==> src/rtl/jpeg_sched_pkg.sv <==
// Shared types and constants for the JPEG block scheduler.
// One block is 64 eight-bit samples of an 8x8 tile.
package jpeg_sched_pkg;

    typedef enum logic [2:0] {
        IDLE,
        FILL,
        STRB,
        SEND,
        GAP
    } sched_state_t;

    localparam int BLK_SAMPLES = 64;
    localparam int IDX_W       = 6;
    localparam int SAMPLE_W    = 8;

endpackage

==> src/rtl/jpeg_blk_buf.sv <==
// Single 8x8 block buffer with one write port and one synchronous read port.
// Only the read register is cleared; it reads as zero when no read is issued.
module jpeg_blk_buf
    import jpeg_sched_pkg::*;
(
    input  logic                clk,
    input  logic                rst,
    input  logic                wr_en,
    input  logic [IDX_W-1:0]    wr_addr,
    input  logic [SAMPLE_W-1:0] wr_data,
    input  logic                rd_en,
    input  logic [IDX_W-1:0]    rd_addr,
    output logic [SAMPLE_W-1:0] rd_data
);

    logic [SAMPLE_W-1:0] mem [BLK_SAMPLES];

    always_ff @(posedge clk) begin
        if (wr_en) begin
            mem[wr_addr] <= wr_data;
        end
    end

    // Zero when idle so the encoder sample bus stays quiet outside a replay.
    always_ff @(posedge clk) begin
        if (rst) begin
            rd_data <= '0;
        end else if (rd_en) begin
            rd_data <= mem[rd_addr];
        end else begin
            rd_data <= '0;
        end
    end

endmodule

==> src/rtl/jpeg_block_scheduler.sv <==
// Round-robin scheduler sharing one jpeg encoder input among N_REQ block sources.
// Each granted block is captured whole, then replayed as dstrb + 64 contiguous samples.
//
//   state | meaning
//   IDLE  | waiting for any source valid; picks next source round-robin
//   FILL  | accepting 64 bytes from the granted source into the buffer
//   STRB  | one-cycle dstrb to the encoder, first buffer read issued
//   SEND  | 64 back-to-back samples replayed from the buffer
//   GAP   | enforced idle cycles before the next grant
module jpeg_block_scheduler
    import jpeg_sched_pkg::*;
#(
    parameter int N_REQ      = 2,
    parameter int SRC_W      = 3,
    parameter int GAP_CYCLES = 0
) (
    input  logic                 clk,
    input  logic                 rst,
    input  logic [N_REQ-1:0]     req_valid,
    input  logic [N_REQ*8-1:0]   req_data,
    output logic [N_REQ-1:0]     req_ready,
    output logic                 dstrb,
    output logic [7:0]           din,
    output logic [SRC_W-1:0]     blk_src,
    output logic                 busy,
    output logic [15:0]          blk_cnt
);

    sched_state_t state, state_n;

    logic [SRC_W-1:0]    rr_ptr, rr_ptr_n;
    logic [SRC_W-1:0]    blk_src_n;
    logic [IDX_W-1:0]    wr_idx, wr_idx_n;
    logic [IDX_W-1:0]    rd_idx, rd_idx_n;
    logic [7:0]          gap_cnt, gap_cnt_n;
    logic [15:0]         blk_cnt_n;
    logic [N_REQ-1:0]    req_ready_n;
    logic                dstrb_n;
    logic                busy_n;

    logic                wr_en;
    logic                rd_en;
    logic                valid_g;
    logic [7:0]          data_g;
    logic [SRC_W:0]      pick;
    logic [SRC_W-1:0]    pick_idx;

    // First valid source at or after the pointer, searched cyclically.
    // The MSB of the result flags that a source was found.
    function automatic logic [SRC_W:0] rr_pick(input logic [N_REQ-1:0] valid,
                                               input logic [SRC_W-1:0] ptr);
        logic [SRC_W:0] res;
        int             idx;
        res = '0;
        for (int i = N_REQ - 1; i >= 0; i--) begin
            idx = (int'(ptr) + i) % N_REQ;
            if (valid[idx]) begin
                res = {1'b1, SRC_W'(idx)};
            end
        end
        return res;
    endfunction

    assign pick     = rr_pick(req_valid, rr_ptr);
    assign pick_idx = pick[SRC_W-1:0];

    always_comb begin
        valid_g = 1'b0;
        data_g  = '0;
        for (int i = 0; i < N_REQ; i++) begin
            if (int'(blk_src) == i) begin
                valid_g = req_valid[i];
                data_g  = req_data[8*i +: 8];
            end
        end
    end

    always_comb begin
        state_n   = state;
        rr_ptr_n  = rr_ptr;
        blk_src_n = blk_src;
        wr_idx_n  = wr_idx;
        rd_idx_n  = rd_idx;
        gap_cnt_n = gap_cnt;
        blk_cnt_n = blk_cnt;
        wr_en     = 1'b0;
        rd_en     = 1'b0;

        case (state)
            IDLE: begin
                if (pick[SRC_W]) begin
                    blk_src_n = pick_idx;
                    rr_ptr_n  = (int'(pick_idx) == N_REQ - 1) ? '0 : pick_idx + 1'b1;
                    wr_idx_n  = '0;
                    state_n   = FILL;
                end
            end
            FILL: begin
                if (valid_g) begin
                    wr_en    = 1'b1;
                    wr_idx_n = wr_idx + 1'b1;
                    if (wr_idx == IDX_W'(BLK_SAMPLES - 1)) begin
                        state_n = STRB;
                    end
                end
            end
            STRB: begin
                rd_en    = 1'b1;
                rd_idx_n = rd_idx + 1'b1;
                state_n  = SEND;
            end
            SEND: begin
                // rd_idx runs one ahead of the sample on din; it wraps to 0
                // on the cycle presenting the last sample.
                rd_en = (rd_idx != '0);
                if (rd_idx != '0) begin
                    rd_idx_n = rd_idx + 1'b1;
                end
                if (rd_idx == IDX_W'(BLK_SAMPLES - 1)) begin
                    blk_cnt_n = blk_cnt + 16'd1;
                end
                if (rd_idx == '0) begin
                    gap_cnt_n = 8'(GAP_CYCLES);
                    state_n   = (GAP_CYCLES > 0) ? GAP : IDLE;
                end
            end
            GAP: begin
                if (gap_cnt <= 8'd1) begin
                    state_n = IDLE;
                end else begin
                    gap_cnt_n = gap_cnt - 8'd1;
                end
            end
            default: state_n = IDLE;
        endcase

        dstrb_n = (state_n == STRB);
        busy_n  = (state_n != IDLE);
        for (int i = 0; i < N_REQ; i++) begin
            req_ready_n[i] = (state_n == FILL) && (int'(blk_src_n) == i);
        end
    end

    always_ff @(posedge clk) begin
        if (rst) begin
            state     <= IDLE;
            rr_ptr    <= '0;
            blk_src   <= '0;
            wr_idx    <= '0;
            rd_idx    <= '0;
            gap_cnt   <= '0;
            blk_cnt   <= '0;
            req_ready <= '0;
            dstrb     <= 1'b0;
            busy      <= 1'b0;
        end else begin
            state     <= state_n;
            rr_ptr    <= rr_ptr_n;
            blk_src   <= blk_src_n;
            wr_idx    <= wr_idx_n;
            rd_idx    <= rd_idx_n;
            gap_cnt   <= gap_cnt_n;
            blk_cnt   <= blk_cnt_n;
            req_ready <= req_ready_n;
            dstrb     <= dstrb_n;
            busy      <= busy_n;
        end
    end

    jpeg_blk_buf u_buf (
        .clk     (clk),
        .rst     (rst),
        .wr_en   (wr_en),
        .wr_addr (wr_idx),
        .wr_data (data_g),
        .rd_en   (rd_en),
        .rd_addr (rd_idx),
        .rd_data (din)
    );

endmodule

==> config.mk <==
export PLATFORM = sky130hd
export DESIGN_NAME = jpeg_block_scheduler
export DESIGN_NICKNAME = d
export VERILOG_FILES = /design/src/rtl/jpeg_sched_pkg.sv /design/src/rtl/jpeg_blk_buf.sv /design/src/rtl/jpeg_block_scheduler.sv
export SDC_FILE = /design/constraint.sdc
export NUM_CORES = 1
export LEC_CHECK = 0
export CAP_MARGIN = 20
export CORE_MARGIN = 2
export CORE_UTILIZATION = 45
export DETAILED_ROUTE_END_ITERATION = 8
export GPL_TIMING_DRIVEN = 0
export SYNTH_ARGS = -nofsm -noshare
export SYNTH_HDL_FRONTEND = slang
export SYNTH_SLANG_ARGS = --single-unit
==> constraint.sdc <==
create_clock -name clk -period 4.5 [get_ports clk]
set_input_delay 0.675 -clock clk [delete_from_list [all_inputs] [get_ports clk]]
set_output_delay 0.675 -clock clk [all_outputs]
set_load 0.02 [all_outputs]
==> results of run 1 <==
-- stage by stage --
| step | cell area (sq um) | power (mW) |
|---|---|---|
| 3_3_place_gp | 23700 | 6.15 |
| 4_1_cts | 25700 | 10.7 |
| 2_1_floorplan | 22400 | 6.04 |
| 5_1_grt | 25700 | 11.0 |
| 6_report | 25700 | 10.6 |
| 3_5_place_dp | 23900 | 6.18 |
-- how the worst max path moves through the flow --
| stage | slack (ns) | to | from |
|---|---|---|---|
| floorplan | 1.57 | u_buf.mem[0][0]$_DFFE_PP_ | blk_src[1]$_SDFF_PP0_ |
| global placement | -0.51 | u_buf.mem[30][4]$_DFFE_PP_ | req_data[12] |
| detailed placement | 0.28 | u_buf.mem[6][2]$_DFFE_PP_ | req_valid[0] |
| CTS | 0.29 | u_buf.mem[6][2]$_DFFE_PP_ | blk_src[1]$_SDFF_PP0_ |
| global route | 0.90 | u_buf.rd_data[0]$_SDFF_PP0_ | rd_idx[1]$_SDFFE_PP0P_ |
| finish | 0.95 | u_buf.rd_data[0]$_SDFF_PP0_ | rd_idx[1]$_SDFFE_PP0P_ |
-- cell type report --
cell class / count / share of cell area (%)
clock inverter: 31 / 1.01
timing repair buffer: 60 / 2.67
sequential: 567 / 64.1
tap: 664 / 3.23
buffer: 60 / 1.30
multi-input combinational: 528 / 21.5
clock buffer: 72 / 5.93
inverter: 18 / 0.263
-- layer usage --
layer | vias to the layer above | track usage (%) | routed length (um)
met2 | 401 | 33.4 | 24900
met4 | 0 | 7.07 | 1440
met3 | 95 | 4.69 | 3590
met1 | 6055 | 28.9 | 22200
met5 | - | 0 | 0
li1 | 4944 | - | -
-- Yosys cell counts, types with 2 or more instances --
| library cell | instances | share of area [%] |
|---|---|---|
| buf_6 | 2 | 0.10 |
| a211oi_1 | 2 | 0.067 |
| mux2_2 | 2 | 0.10 |
| o2111ai_1 | 3 | 0.12 |
| or4_1 | 3 | 0.10 |
| a31oi_1 | 4 | 0.11 |
| buf_2 | 16 | 0.36 |
| nor3b_1 | 2 | 0.067 |
| nor4_1 | 5 | 0.14 |
| or2_2 | 3 | 0.084 |
| mux4_2 | 140 | 14 |
| ha_1 | 6 | 0.34 |
| a21oi_1 | 11 | 0.25 |
| nor2_1 | 138 | 2.3 |
| dfxtp_1 | 55 | 4.9 |
| o22ai_1 | 15 | 0.42 |
| buf_1 | 7 | 0.12 |
| nand2b_1 | 11 | 0.31 |
| and3_1 | 3 | 0.084 |
| nor3_1 | 9 | 0.20 |
| mux2i_1 | 33 | 1.5 |
| nand2_1 | 29 | 0.49 |
| o21ai_0 | 10 | 0.22 |
| xnor2_1 | 18 | 0.71 |
| edfxtp_1 | 512 | 69 |
| o211ai_1 | 5 | 0.17 |
| nand3b_1 | 3 | 0.10 |
| xor2_1 | 11 | 0.43 |
| nor2b_1 | 4 | 0.11 |
| a211o_1 | 8 | 0.31 |
| nand3_1 | 11 | 0.25 |
| buf_4 | 11 | 0.37 |
| nand4_1 | 3 | 0.084 |
| or3b_2 | 5 | 0.20 |
| a21o_1 | 4 | 0.13 |
| clkbuf_1 | 21 | 0.35 |
| inv_1 | 17 | 0.29 |
| or3_1 | 7 | 0.20 |
| and2_1 | 5 | 0.14 |
| buf_12 | 2 | 0.18 |
-- kinds of logic after synthesis --
family          Yosys count
flops                   567
simple gates            248
mux                     176
buf+inv                  78
compound gates           69
xor+xnor                 29
fa+ha+maj                 6
-- worst max-delay path, stage by stage, from the launching register on --
cell	delay (ns)
dfxtp_1	0.48
buf_2	0.35
buf_2	0.38
buf_1	0.74
mux4_2	0.41
mux2i_1	0.34
o32ai_1	0.18
nor2_1	0.24
o22ai_1	0.20
-- flip-flops by register name (all words and copies together) (netlist names) --
| signal | cells |
|---|---|
| req_ready | 2 |
| dstrb | 1 |
| wr_idx | 6 |
| u_buf.mem | 512 |
| busy | 1 |
| gap_cnt | 8 |
| rr_ptr | 1 |
| state | 3 |
| rd_idx | 6 |
| blk_src | 3 |
| blk_cnt | 16 |
| u_buf.rd_data | 8 |
-- power groups by stage --
stage	logic, mW	clock network [mW]	registers, mW
floorplan	0.110	0	5.93
global placement	0.207	0	5.94
detailed placement	0.254	0	5.92
CTS	0.254	4.65	5.81
global route	0.276	4.87	5.81
finish	0.253	4.58	5.81
-- cells in the final DEF (no fill, tap or decap), drive strengths merged, types with 23 or more instances in the layout --
cell type	n
buf	49
clkbuf	94
clkdlybuf4s50	49
clkinv	23
dfxtp	55
edfxtp	512
mux2i	33
mux4	141
nand2	29
nor2	138
==> results.json, run 1 <==
{
  "place_congestion": 0.819,
  "dp_cells": 1894,
  "cts-root-buf": "clkbuf_16",
  "numCtsBuffers": 58,
  "synthAdderAreaFrac_pct": 0.336,
  "peakVddDrop_mv": 0.284,
  "overflow": 0,
  "crit_arrival_ns": 3.97,
  "wl_per_cell_um": 26.0,
  "grt_pass1_vias": 11588,
  "yosys-mux-area-fraction_pct": 15.8,
  "timing.slew.headroom_pct": 28.4,
  "multiInputGateArea_sq_mm": 0.00554,
  "worst_hold_slack_ns": 0.504,
  "final_net_count": 1319,
  "grt_max_degree": 50,
  "syn2layout_area_growth_pct": 15.0,
  "worstMarginPinSlew_ns": 1.07,
  "hold-path-cell-count": 1,
  "drive_gt1_share_pct": 20.9,
  "initial_core_util_pct": 45.7,
  "p_leak_nw": 7.97,
  "fin_setup_tns_ns": 0,
  "fmax_mhz": 282,
  "clock_power_share_pct": 43.0,
  "syn_area_per_cell_sq_um": 19.1,
  "post-route-min-period_ns": 3.55,
  "synth-compound-area-share_pct": 2.08,
  "cts.sinks": 567,
  "async_reset_ff_share_pct": 0,
  "first_iter_violations": 1087,
  "reg2reg_slack_ns": 0.95,
  "critPathKind": "reg2reg",
  "io_buffer_count": 49,
  "maxCapViolCount": 0,
  "skew_ns": 0.0313,
  "r2r_start": "rd_idx[1]$_SDFFE_PP0P_",
  "ff2ff_path_depth": 8,
  "place_ws_ns": 0.285,
  "pwr-share-seq_pct": 54.6,
  "ioPinCount": 51,
  "synth-edff-count": 512,
  "cp_max_fo": 10,
  "h-tree-depth": 2,
  "worst_setup_path_start_kind": "flop",
  "p_switching_mw": 2.15,
  "yosys_register_bits": 567,
  "drc": 0,
  "synth_cells": 1173,
  "crit_path_end_kind": "flop",
  "track_usage_pct": 21.0,
  "worstSkewPairLatency_ns": 0.63,
  "first_pass_iters": 6,
  "instances_no_fill": 2000,
  "postRouteWirelength_um": 52100,
  "power-per-cell-area_mw_per_mm2": 414,
  "ys.flop_type": "edfxtp_1",
  "seq_area_frac_synth_pct": 73.7,
  "status": "complete, no violations",
  "setup_violations": 0,
  "report.final.slew_viol_count": 0,
  "setup_ws_ns": 0.954,
  "layout.filler_cells": 3885,
  "final_antenna_net_count": 0,
  "rsz0062_at_grt": "no",
  "synth_area_sq_mm": 0.0224,
  "ctsLongestPathBuffers": 3,
  "p_int_mw": 8.49,
  "hold_buffers": 0,
  "viasPerCell": 5.75,
  "tritoncts": "built",
  "cts_resized": 0,
  "hp-start": "blk_src[2]$_SDFF_PP0_",
  "antenna_found_initial": 2,
  "clk_pin_slew_ns": 0.06,
  "antenna_cells": 0,
  "yosys.area_share.simple_pct": 5.16,
  "power_switching_share_pct": 20.2,
  "dieArea_sq_mm": 0.0515,
  "synth.distinct_cells": 57,
  "hold_violations": 0,
  "grt_pass1_wl_um": 76900,
  "fin_util_pct": 52.5,
  "synth_nets": 1199,
  "whs_endpoint": "blk_src[2]$_SDFF_PP0_",
  "std_cell_rows": 81,
  "core-area_sq_mm": 0.0490,
  "dr_total_vias": 11495,
  "postCtsSetupBuffers": 0,
  "crit_required_ns": 4.92,
  "synthXorXnorAreaFrac_pct": 1.14,
  "dp_hpwl_um": 35100,
  "regToRegEndpoint": "u_buf.rd_data[0]$_SDFF_PP0_",
  "die_h_um": 227,
  "synth_warnings": 0,
  "die_w_um": 227,
  "final-seq-area_sq_mm": 0.0165,
  "finalCritPeriodShare_pct": 78.8,
  "synth_top_family_by_area": "multiplexers",
  "hp-class": "reg2reg",
  "pwr-share-comb_pct": 2.4
}
Power figures use the tool's default switching activity.
==> inputs of run 2 (changes only) <==
Clock period 4.5 ns to 2.92 ns, I/O delays scaled along.
==> run 2 against run 1 <==
Global-route usage up 0.14 points. Total power up 54%. Clock power increased by 54%. Critical path depth unchanged. Sequential share of layout area is 1.7 points lower. Die area stayed put. Final cell count is 0.45% higher. Non-clock buffer count up 9. Hold slack worse by 0.23 ns. Utilization grew 1.5 points. Combinational power up 62%. Critical endpoint unchanged.
==> results.json, run 2 (synthesized netlist as in run 1, its figures left out) <==
{
  "first_iter_violations": 1114,
  "h-tree-depth": 2,
  "dr_total_vias": 11525,
  "critPathKind": "reg2reg",
  "cts.sinks": 567,
  "worstMarginPinSlew_ns": 0.970,
  "antenna_found_initial": 4,
  "hp-class": "in2reg",
  "layout.filler_cells": 3800,
  "std_cell_rows": 81,
  "maxCapViolCount": 0,
  "hold_violations": 0,
  "drc": 0,
  "overflow": 0,
  "dp_hpwl_um": 35100,
  "final-seq-area_sq_mm": 0.0165,
  "timing.slew.headroom_pct": 35.4,
  "crit_arrival_ns": 3.34,
  "p_leak_nw": 8.06,
  "post-route-min-period_ns": 2.89,
  "final_antenna_net_count": 0,
  "cp_max_fo": 10,
  "grt_pass1_vias": 11784,
  "ctsLongestPathBuffers": 3,
  "drive_gt1_share_pct": 27.6,
  "final_net_count": 1328,
  "track_usage_pct": 21.1,
  "finalCritPeriodShare_pct": 98.8,
  "totalPowerFinal_mw": 16.4,
  "place_ws_ns": -1.28,
  "regMostFlops": "u_buf.mem",
  "first_pass_iters": 5,
  "die_h_um": 227,
  "ioPinCount": 51,
  "numCtsBuffers": 58,
  "cts-root-buf": "clkbuf_16",
  "tritoncts": "built",
  "crit_path_end_kind": "flop",
  "grt_pass1_wl_um": 77700,
  "worstSkewPairLatency_ns": 0.63,
  "grt_max_degree": 50,
  "clk_pin_slew_ns": 0.06,
  "crit_required_ns": 3.38,
  "status": "complete, no violations",
  "postRouteWirelength_um": 52300,
  "skew_ns": 0.0301,
  "io_buffer_count": 49,
  "largestRegisters": "u_buf.mem x512, blk_cnt x16",
  "final_cell_mix": "edfxtp_1 (512), mux4_2 (140), nor2_4 (68), nor2_1 (66), clkbuf_16 (59)",
  "dieArea_sq_mm": 0.0515,
  "wl_per_cell_um": 26.0,
  "place_congestion": 0.819,
  "setup_violations": 0,
  "initial_core_util_pct": 45.7,
  "antenna_cells": 0,
  "setup_ws_ns": 0.0342,
  "viasPerCell": 5.74,
  "report.final.slew_viol_count": 0,
  "worst_setup_path_start_kind": "flop",
  "power-per-cell-area_mw_per_mm2": 621,
  "peakVddDrop_mv": 0.440,
  "fmax_mhz": 347,
  "multiInputGateArea_sq_mm": 0.00609,
  "syn2layout_area_growth_pct": 18.2,
  "rsz0062_at_grt": "no",
  "core-area_sq_mm": 0.0490,
  "die_w_um": 227,
  "largest_reg_flops": 512,
  "mostFrequentLayoutCell": "edfxtp_1"
}
run 2: cell type report:
type,count,share of cell area [%]
Tap cell,664,3.14
Inverter,18,0.270
Buffer,57,1.33
Clock buffer,72,5.77
Clock inverter,31,0.984
Multi-Input combinational cell,528,23.0
Timing Repair Buffer,72,3.15
Sequential cell,567,62.3
run 2: metrics by stage:
step           utilization (%)  area [sq um]  hold WS [ns]  std cells  TNS [ns]
4_1_cts                   53.7         26300         0.257       2002         0
3_5_place_dp              48.8         23900         0.495       1894   -452.29
5_1_grt                   54.0         26400         0.322       2009         0
3_3_place_gp              48.4         23700         0.483       1886  -1181.91
6_report                  54.0         26400         0.276       2009         0
2_1_floorplan                -         22400         0.477       1173     -4.17
run 2: critical path: stages, from the launching register on:
cell and delay, ns:
dfxtp_1 0.30, buf_4 0.17, inv_2 0.24, buf_2 0.44, clkdlybuf4s15_2 0.54, mux2i_1 0.41
o32ai_1 0.18, nor2_1 0.23, o22ai_1 0.19
run 2: final timing paths:
check | from | endpoint | slack, ns | cells after the start
max reg2reg | rd_idx[3]$_SDFFE_PP0P_ | u_buf.rd_data[0]$_SDFF_PP0_ | 0.03 | 8
min | rst | blk_src[2]$_SDFF_PP0_ | 0.28 | 3
max | rd_idx[3]$_SDFFE_PP0P_ | u_buf.rd_data[0]$_SDFF_PP0_ | 0.03 | 8
min reg2reg | blk_src[2]$_SDFF_PP0_ | blk_src[2]$_SDFF_PP0_ | 0.50 | 1
run 2: repair_timing:
item | 4_1_cts | 5_1_grt
endpoints found under the hold margin | 0 | 0
hold buffers | 0 | 0
pin swaps | 5 | 4
resized for setup | 148 | 7
buffers inserted | 6 | 8
setup endpoints to repair | 533 | 259
run 2: power by group:
part	switching, mW	leakage (nW)	internal, mW	total [mW]
sequential	0.0124	5.05	8.94	8.96
combinational	0.291	2.15	0.118	0.409
clock	3.02	0.868	4.03	7.05
total	3.32	8.06	13.1	16.4
run 2: layer usage:
layer | wire, um | part of all wire, % | track usage (%) | vias up
met1 | 22200 | 42 | 29.9 | 5997
met2 | 25000 | 48 | 33.6 | 429
li1 | - | - | - | 4987
met4 | 1510 | 2.9 | 7.13 | 2
met5 | 13 | 0.025 | 0 | -
met3 | 3580 | 6.8 | 3.54 | 110
